### config.mk
export PLATFORM = sky130hd
export DESIGN_NAME = pe_acc_sched
export DESIGN_NICKNAME = d
export VERILOG_FILES = /design/src/rtl/drl_pkg.sv /design/src/rtl/pe_acc_wb_pipe.sv /design/src/rtl/pe_acc_sched.sv
export SDC_FILE = /design/constraint.sdc
export NUM_CORES = 1
export LEC_CHECK = 0
export CAP_MARGIN = 20
export CORE_MARGIN = 4
export CORE_UTILIZATION = 35
export DETAILED_ROUTE_END_ITERATION = 10
export MAX_ROUTING_LAYER = met4
export PLACE_DENSITY = 0.52
export REMOVE_ABC_BUFFERS = 1
export SKIP_LAST_GASP = 1
export SLEW_MARGIN = 10
export SYNTH_ARGS = -nofsm -noshare
export SYNTH_HDL_FRONTEND = slang
export SYNTH_HIERARCHICAL = 1
export SYNTH_SLANG_ARGS = --single-unit
### constraint.sdc
create_clock -name clk -period 2.7 [get_ports clk]
set_input_delay 0.54 -clock clk [delete_from_list [all_inputs] [get_ports clk]]
set_output_delay 0.54 -clock clk [all_outputs]
set_load 0.005 [all_outputs]
### src/rtl/drl_pkg.sv
// Shared types and cache geometry for the PE accumulation scheduler.
// Cache entries at CACHE_RSVD_BASE and above are reserved and never addressed.
package drl_pkg;

    localparam int CACHE_ADDR_W    = 5;
    localparam int CACHE_RSVD_BASE = 29;

    typedef enum logic [2:0] {
        IDLE,
        CLEAR,
        RUN,
        DRAIN,
        DONE
    } state_t;

endpackage

### src/rtl/pe_acc_wb_pipe.sv
// Writeback stage: delays an issue by one cycle to line up with the PE's registered sum.
// Latency 1 cycle; no backpressure, a dropped issue simply yields no writeback.
// Backpressure: none; the upstream stalls by not issuing.
module pe_acc_wb_pipe #(
    parameter int ADDR_W = 5
) (
    input  logic              clk,
    input  logic              rst_n,
    input  logic              issue,
    input  logic [ADDR_W-1:0] issue_slot,
    input  logic              issue_last,
    output logic              wr_en,
    output logic [ADDR_W-1:0] wr_addr,
    output logic              pe_done,
    output logic              out_valid,
    output logic [ADDR_W-1:0] out_slot
);

    logic              vld_q;
    logic              last_q;
    logic [ADDR_W-1:0] slot_q;

    always_ff @(posedge clk or negedge rst_n) begin
        if (!rst_n) begin
            vld_q  <= 1'b0;
            last_q <= 1'b0;
            slot_q <= '0;
        end else begin
            vld_q <= issue;
            if (issue) begin
                last_q <= issue_last;
                slot_q <= issue_slot;
            end
        end
    end

    assign wr_en     = vld_q;
    assign wr_addr   = slot_q;
    assign pe_done   = vld_q & last_q;
    assign out_valid = vld_q & last_q;
    assign out_slot  = slot_q;

endmodule

### src/rtl/pe_acc_sched.sv
// Sequences K chunks x S slots into one PE and its local cache; PE_ACC_SCHED_PERF_EN adds perf counters.
// Latency: clear 1 cycle after start, writeback/final-sum flag 1 cycle after each issue, done 2 after last.
// Backpressure: in_valid low in RUN stalls the sequence; cfg_start is ignored while busy.
module pe_acc_sched
    import drl_pkg::*;
#(
    parameter int NUM_SLOTS = CACHE_RSVD_BASE,
    parameter int ADDR_W    = CACHE_ADDR_W,
    parameter int CNT_W     = 12
) (
    input  logic              clk,
    input  logic              rst_n,
    input  logic              cfg_start,
    input  logic [ADDR_W-1:0] cfg_num_slots,
    input  logic [CNT_W-1:0]  cfg_num_chunks,
    output logic              busy,
    output logic              done,
    output logic              cfg_err,
    input  logic              in_valid,
    output logic              in_ready,
    output logic              pe_cache_clear,
    output logic [ADDR_W-1:0] pe_cache_rd_addr,
    output logic [ADDR_W-1:0] pe_cache_wr_addr,
    output logic              pe_cache_wr_en,
    output logic              pe_bias_en,
    output logic              pe_done,
    output logic              out_valid,
    output logic [ADDR_W-1:0] out_slot
`ifdef PE_ACC_SCHED_PERF_EN
    ,
    output logic [31:0]       perf_issue_cnt,
    output logic [31:0]       perf_stall_cnt
`endif
);

    state_t            state, state_nxt;
    logic [ADDR_W-1:0] num_slots_q, s_cnt, last_rd_q;
    logic [CNT_W-1:0]  num_chunks_q, k_cnt;
    logic              err_q;
    logic              cfg_legal, start_ok, issue, s_wrap, k_last;

    assign cfg_legal = (cfg_num_slots != '0) && (cfg_num_slots <= ADDR_W'(NUM_SLOTS)) &&
                       (cfg_num_chunks != '0);
    assign start_ok  = cfg_start && (state == IDLE) && cfg_legal;
    assign issue     = in_valid && in_ready;
    assign s_wrap    = (s_cnt == num_slots_q - ADDR_W'(1));
    assign k_last    = (k_cnt == num_chunks_q - CNT_W'(1));

    always_ff @(posedge clk or negedge rst_n) begin
        if (!rst_n) state <= IDLE;
        else        state <= state_nxt;
    end

    always_comb begin
        state_nxt      = state;
        in_ready       = 1'b0;
        pe_cache_clear = 1'b0;
        done           = 1'b0;
        case (state)
            IDLE:  if (start_ok) state_nxt = CLEAR;
            CLEAR: begin
                pe_cache_clear = 1'b1;
                state_nxt      = RUN;
            end
            RUN: begin
                in_ready = 1'b1;
                if (in_valid && s_wrap && k_last) state_nxt = DRAIN;
            end
            DRAIN: state_nxt = DONE;
            DONE: begin
                done      = 1'b1;
                state_nxt = IDLE;
            end
            default: state_nxt = IDLE;
        endcase
    end

    always_ff @(posedge clk or negedge rst_n) begin
        if (!rst_n) begin
            num_slots_q  <= '0;
            num_chunks_q <= '0;
            s_cnt        <= '0;
            k_cnt        <= '0;
            last_rd_q    <= '0;
            err_q        <= 1'b0;
        end else begin
            err_q <= cfg_start && (state == IDLE) && !cfg_legal;
            if (start_ok) begin
                num_slots_q  <= cfg_num_slots;
                num_chunks_q <= cfg_num_chunks;
                s_cnt        <= '0;
                k_cnt        <= '0;
            end else if (issue) begin
                last_rd_q <= s_cnt;
                if (s_wrap) begin
                    s_cnt <= '0;
                    k_cnt <= k_cnt + CNT_W'(1);
                end else begin
                    s_cnt <= s_cnt + ADDR_W'(1);
                end
            end
        end
    end

    assign busy             = (state != IDLE);
    assign cfg_err          = err_q;
    // Read address tracks the live issue, otherwise parks on the last slot read.
    assign pe_cache_rd_addr = issue ? s_cnt : last_rd_q;
    assign pe_bias_en       = issue && (k_cnt == '0);

    pe_acc_wb_pipe #(.ADDR_W(ADDR_W)) u_wb_pipe (
        .clk        (clk),
        .rst_n      (rst_n),
        .issue      (issue),
        .issue_slot (s_cnt),
        .issue_last (k_last),
        .wr_en      (pe_cache_wr_en),
        .wr_addr    (pe_cache_wr_addr),
        .pe_done    (pe_done),
        .out_valid  (out_valid),
        .out_slot   (out_slot)
    );

`ifdef PE_ACC_SCHED_PERF_EN
    always_ff @(posedge clk or negedge rst_n) begin
        if (!rst_n) begin
            perf_issue_cnt <= '0;
            perf_stall_cnt <= '0;
        end else if (start_ok) begin
            perf_issue_cnt <= '0;
            perf_stall_cnt <= '0;
        end else begin
            if (issue && (perf_issue_cnt != '1))
                perf_issue_cnt <= perf_issue_cnt + 32'd1;
            if ((state == RUN) && !in_valid && (perf_stall_cnt != '1))
                perf_stall_cnt <= perf_stall_cnt + 32'd1;
        end
    end
`endif

endmodule

==> results.txt, run 1 <==
The flow ran to the end, and the final reports show no timing, DRC or antenna violations. The cell type group with the largest total delay on the critical path is buffers and inverters. The critical path in this run is classified as reg -> out. The placer congestion estimate came out at 0.874. The layout cell share with drive strength beyond 1 is 0.124. The area share of the largest cell type after synthesis came out at 0.436. Along the worst path, the maximum fanout reaches 6. The highest layer touched by signal routing is met4. Yosys attributes the largest share of cell area to dfrtp_1, xnor2_1, mux2_1.

The clock-pin slew on the worst setup and hold paths is 90 ps. The worst reg2reg path endpoint is state[0]$_DFFE_PN0P_. The number of clock sinks seen by CTS came out at 50. The maximum number of pins on one net before global-route repair is 51. The kind of start point of the critical path is a register. The number of hold violations in the final report was 0. Measured along the y axis, the die boundary spans 98.6 um. The die covers 9720 um2.

The vias per cell is 5.11. The buffering stage count on the worst path with inverters included came out at 2. The post-synthesis share of cell area spent on and, or, nand and nor gates came out at 0.220. The detailed-route wire length on metal 1 came out at 3.49 mm. The headroom to the max-slew limit is 0.564. The average instance in the mapped netlist occupies 9.73 um2. The wire length on met3 came out at 231 um.

The share of synthesized cell area in full adder, half adder and majority cells is 0.0218. The number of synthesized flops with an enable pin is 0. For this design, the CTS-stage hold fixing added 0 buffers.

The path category of the worst min-delay check is in -> async. The total wire length came out at 6.60 mm. Setup repair after global routing left no endpoint under its margin.

The post-detailed-placement half-perimeter wirelength is 4.75 mm. The combinational family with the most area after synthesis is simple AND/OR/NAND/NOR gates. TritonCTS built the clock tree. For this block, the initial DRC count from the detailed router was 99. The critical path goes through nor3b_2 > nand2_1 > inv_2 > nand3_1 > nor4_2 > clkdlybuf4s50_1. The wire length of the first global-routing pass is 11.2 mm.

Of the available clock period, the critical path in the final layout requires 0.952. The boundary pin count came out at 45. The core region area came out at 7850 um2. The count of pins over their slew limit came out at 0. The number of global-route vias before repair is 2,222. In the synthesized netlist the async set-or-reset flop fraction comes to 1.00. The deepest clock path buffer count came out at 2. By instance count, the leading cell after synthesis is dfrtp_1. For the final database, setup skew stands at 4.09 ps. The routed length per instance came out at 14.9 um. The number of cells traversed by the worst register-to-register path came out at 7. The actual slew at the worst max-slew pin is 654 ps.

The initial antenna violation count came out at 0. The final core utilization is 0.451. The number of warning messages in the yosys log came out at 6. The share of the synthesized area in compound gates (AO/OA/AOI/OAI) is 0.0976. The detailed-route DRC error count is 0. The cell area power density is 889 nW/um2.

The number of unique standard cell types used by synthesis came out at 50. The delay contributed by the slowest stage of the critical path is 560 ps. The number of nets at the end of the flow came out at 366.

The final-report setup violation count is 0. The parity-gate share of the synthesized area counting xor and xnor cells came out at 0.0824. The critical path arrival came out at 2030 ps. The number of iterations in the first detailed-routing pass is 4. The H-tree was split into 2 levels.

The total leakage power is 1.47 nW. In this run the critical register-to-register path is launched from num_chunks_q[0]$_DFFE_PN0N_. The total via count in the routed design came out at 2,260. The total grt overflow came out at 0.

The post-detailed-route count of antenna-violating nets came out at 0. The required time of the critical path is 2160 ps. Across the run, the number of max-cap violations was 0. The overall power is 0.00314 W.

The area growth from synthesis to layout came out at 23.1%. The worst voltage drop across the vdd grid came out at 0.458 mV. The multiplexer area fraction after synthesis came out at 0.0858.

The later pin in the worst-skew pair is clocked with a latency of 300 ps. For flop-to-flop paths, the worst setup slack is 240 ps. Based on the critical path, the design can be clocked at up to 389 MHz.

The largest individual stage delay along the critical path comes from the cell clkdlybuf4s50_1. The most common flop cell mapped by yosys is dfrtp_1. The TritonCTS buffer count is 5. The filler cell count in the final layout is 793.

Counting every instance in the synthesized netlist gives 295. The wire length on met2 came out at 2.81 mm. The repair_antennas step left the layout with diodes totalling 0. Sorting the synthesized cells by how often they occur yields dfrtp_1, nand2_1, xnor2_1. Counting I/O delays and the setup requirement, the final critical path takes 2570 ps.

The number of port buffers came out at 44. The number of rows in the core area is 32. Summed over all instances, the cell type with the most area after synthesis is dfrtp_1. The mapped netlist covers 2870 um2. The total track usage is 0.144. For this configuration, the core starts out at a cell density of 0.366. The sequential fraction of the synthesis area came out at 0.436. The root buffer cell is clkbuf_8. The capturing element type of the critical path is a primary output. The overall die width is 98.6 um. Synthesis inferred 50 register bits.
through the flow:
stage                     worst slack [ps]  hold WS (ps)  std cells  setup TNS (ps)  area, um2
final                                  129           335        442               0       3540
after global routing                  4.85           393        442               0       3540
after CTS                             30.4           363        440               0       3510
after detailed placement              72.8           458        433               0       3420
after global placement                25.5           453        433               0       3420
after floorplan                       -111           244        275           -1440       2750
sequential cells by signal (all words and copies together), names as in the netlist:
name,flops
num_slots_q,5
num_chunks_q,12
s_cnt,5
u_wb_pipe/last_q,1
u_wb_pipe/wr_en,1
u_wb_pipe/out_slot,5
k_cnt,12
state,3
cfg_err,1
last_rd_q,5
where the power goes:
group          leakage (nW)  internal [W]  switching [W]
combinational         0.784      0.000812       0.000666
sequential            0.646      0.000973       0.000260
clock                0.0362      0.000178       0.000256
total                  1.47       0.00196        0.00118
cell usage in the layout (no fill, tap or decap), drive strengths merged, types with 2 or more instances in the layout:
cell type,count
ha,5
nor4,6
or2,2
or3,6
a31oi,2
nor3,10
mux2,19
o211ai,3
or4,8
xor2,6
and2,2
nand3,13
nor2,14
nand2b,4
nand4,6
a21oi,12
clkbuf,5
nand2,39
buf,15
clkinvlp,2
nand3b,2
o31ai,7
xnor2,21
inv,11
nor3b,3
dfrtp,50
o21ai,10
clkdlybuf4s50,43
cells by family (layout without fill, tap and decap cells):
family          count (synthesis)  in the layout
compound gates                 42             42
xor+xnor                       27             27
fa+ha+maj                       5              5
buf+inv                        31             76
flops                          50             50
mux                            20             20
simple gates                  120            120
how the worst max path moves through the flow:
| stage | start | to | slack [ps] | cells past startpoint |
|---|---|---|---|---|
| detailed placement | in_valid | pe_bias_en | 70 | 6 |
| global placement | in_valid | pe_bias_en | 30 | 6 |
| floorplan | cfg_num_chunks[5] | num_chunks_q[10]$_DFFE_PN0N_ | -110 | 5 |
| global route | k_cnt[0]$_DFFE_PN0P_ | pe_bias_en | 5 | 6 |
| CTS | k_cnt[0]$_DFFE_PN0P_ | pe_bias_en | 30 | 6 |
| finish | state[0]$_DFFE_PN0P_ | pe_bias_en | 130 | 6 |
cell type report:
cell class	count	area, um2	share of cell area
tap	102	128	0.0361
timing repair buffer	58	553	0.156
inverter	11	41.3	0.0117
clock inverter	2	15.0	0.00425
sequential	50	1250	0.354
clock buffer	5	68.8	0.0195
multi-input combinational	214	1480	0.418
worst reg2reg max path, cell delays in order, from the launching register on:
cell      delay [ps]
dfrtp_1          430
inv_1             90
ha_1             270
or4b_1           470
a211oi_2         200
nor3_1            80
or4_4            530
o31ai_2          300
metal layers:
metal / vias to the layer above / track usage
met5: - / -
met4: 0 / 0.0441
met3: 4 / 0.0226
met2: 44 / 0.207
li1: 1127 / -
met1: 1085 / 0.210
repair_timing:
item,CTS,global route
buffers inserted,0,2
gates resized for setup,2,3
gates cloned,0,0
setup endpoints to repair,5,6
Power figures use the tool's default switching activity.
==> run 2, diff against run 1 <==
CTS_CLUSTER_SIZE = 25   (was default)
SKIP_LAST_GASP = default   (was 1)
==> results of run 2 <==
Same layout as run 1: the final DEF is identical, and so are final timing and power.
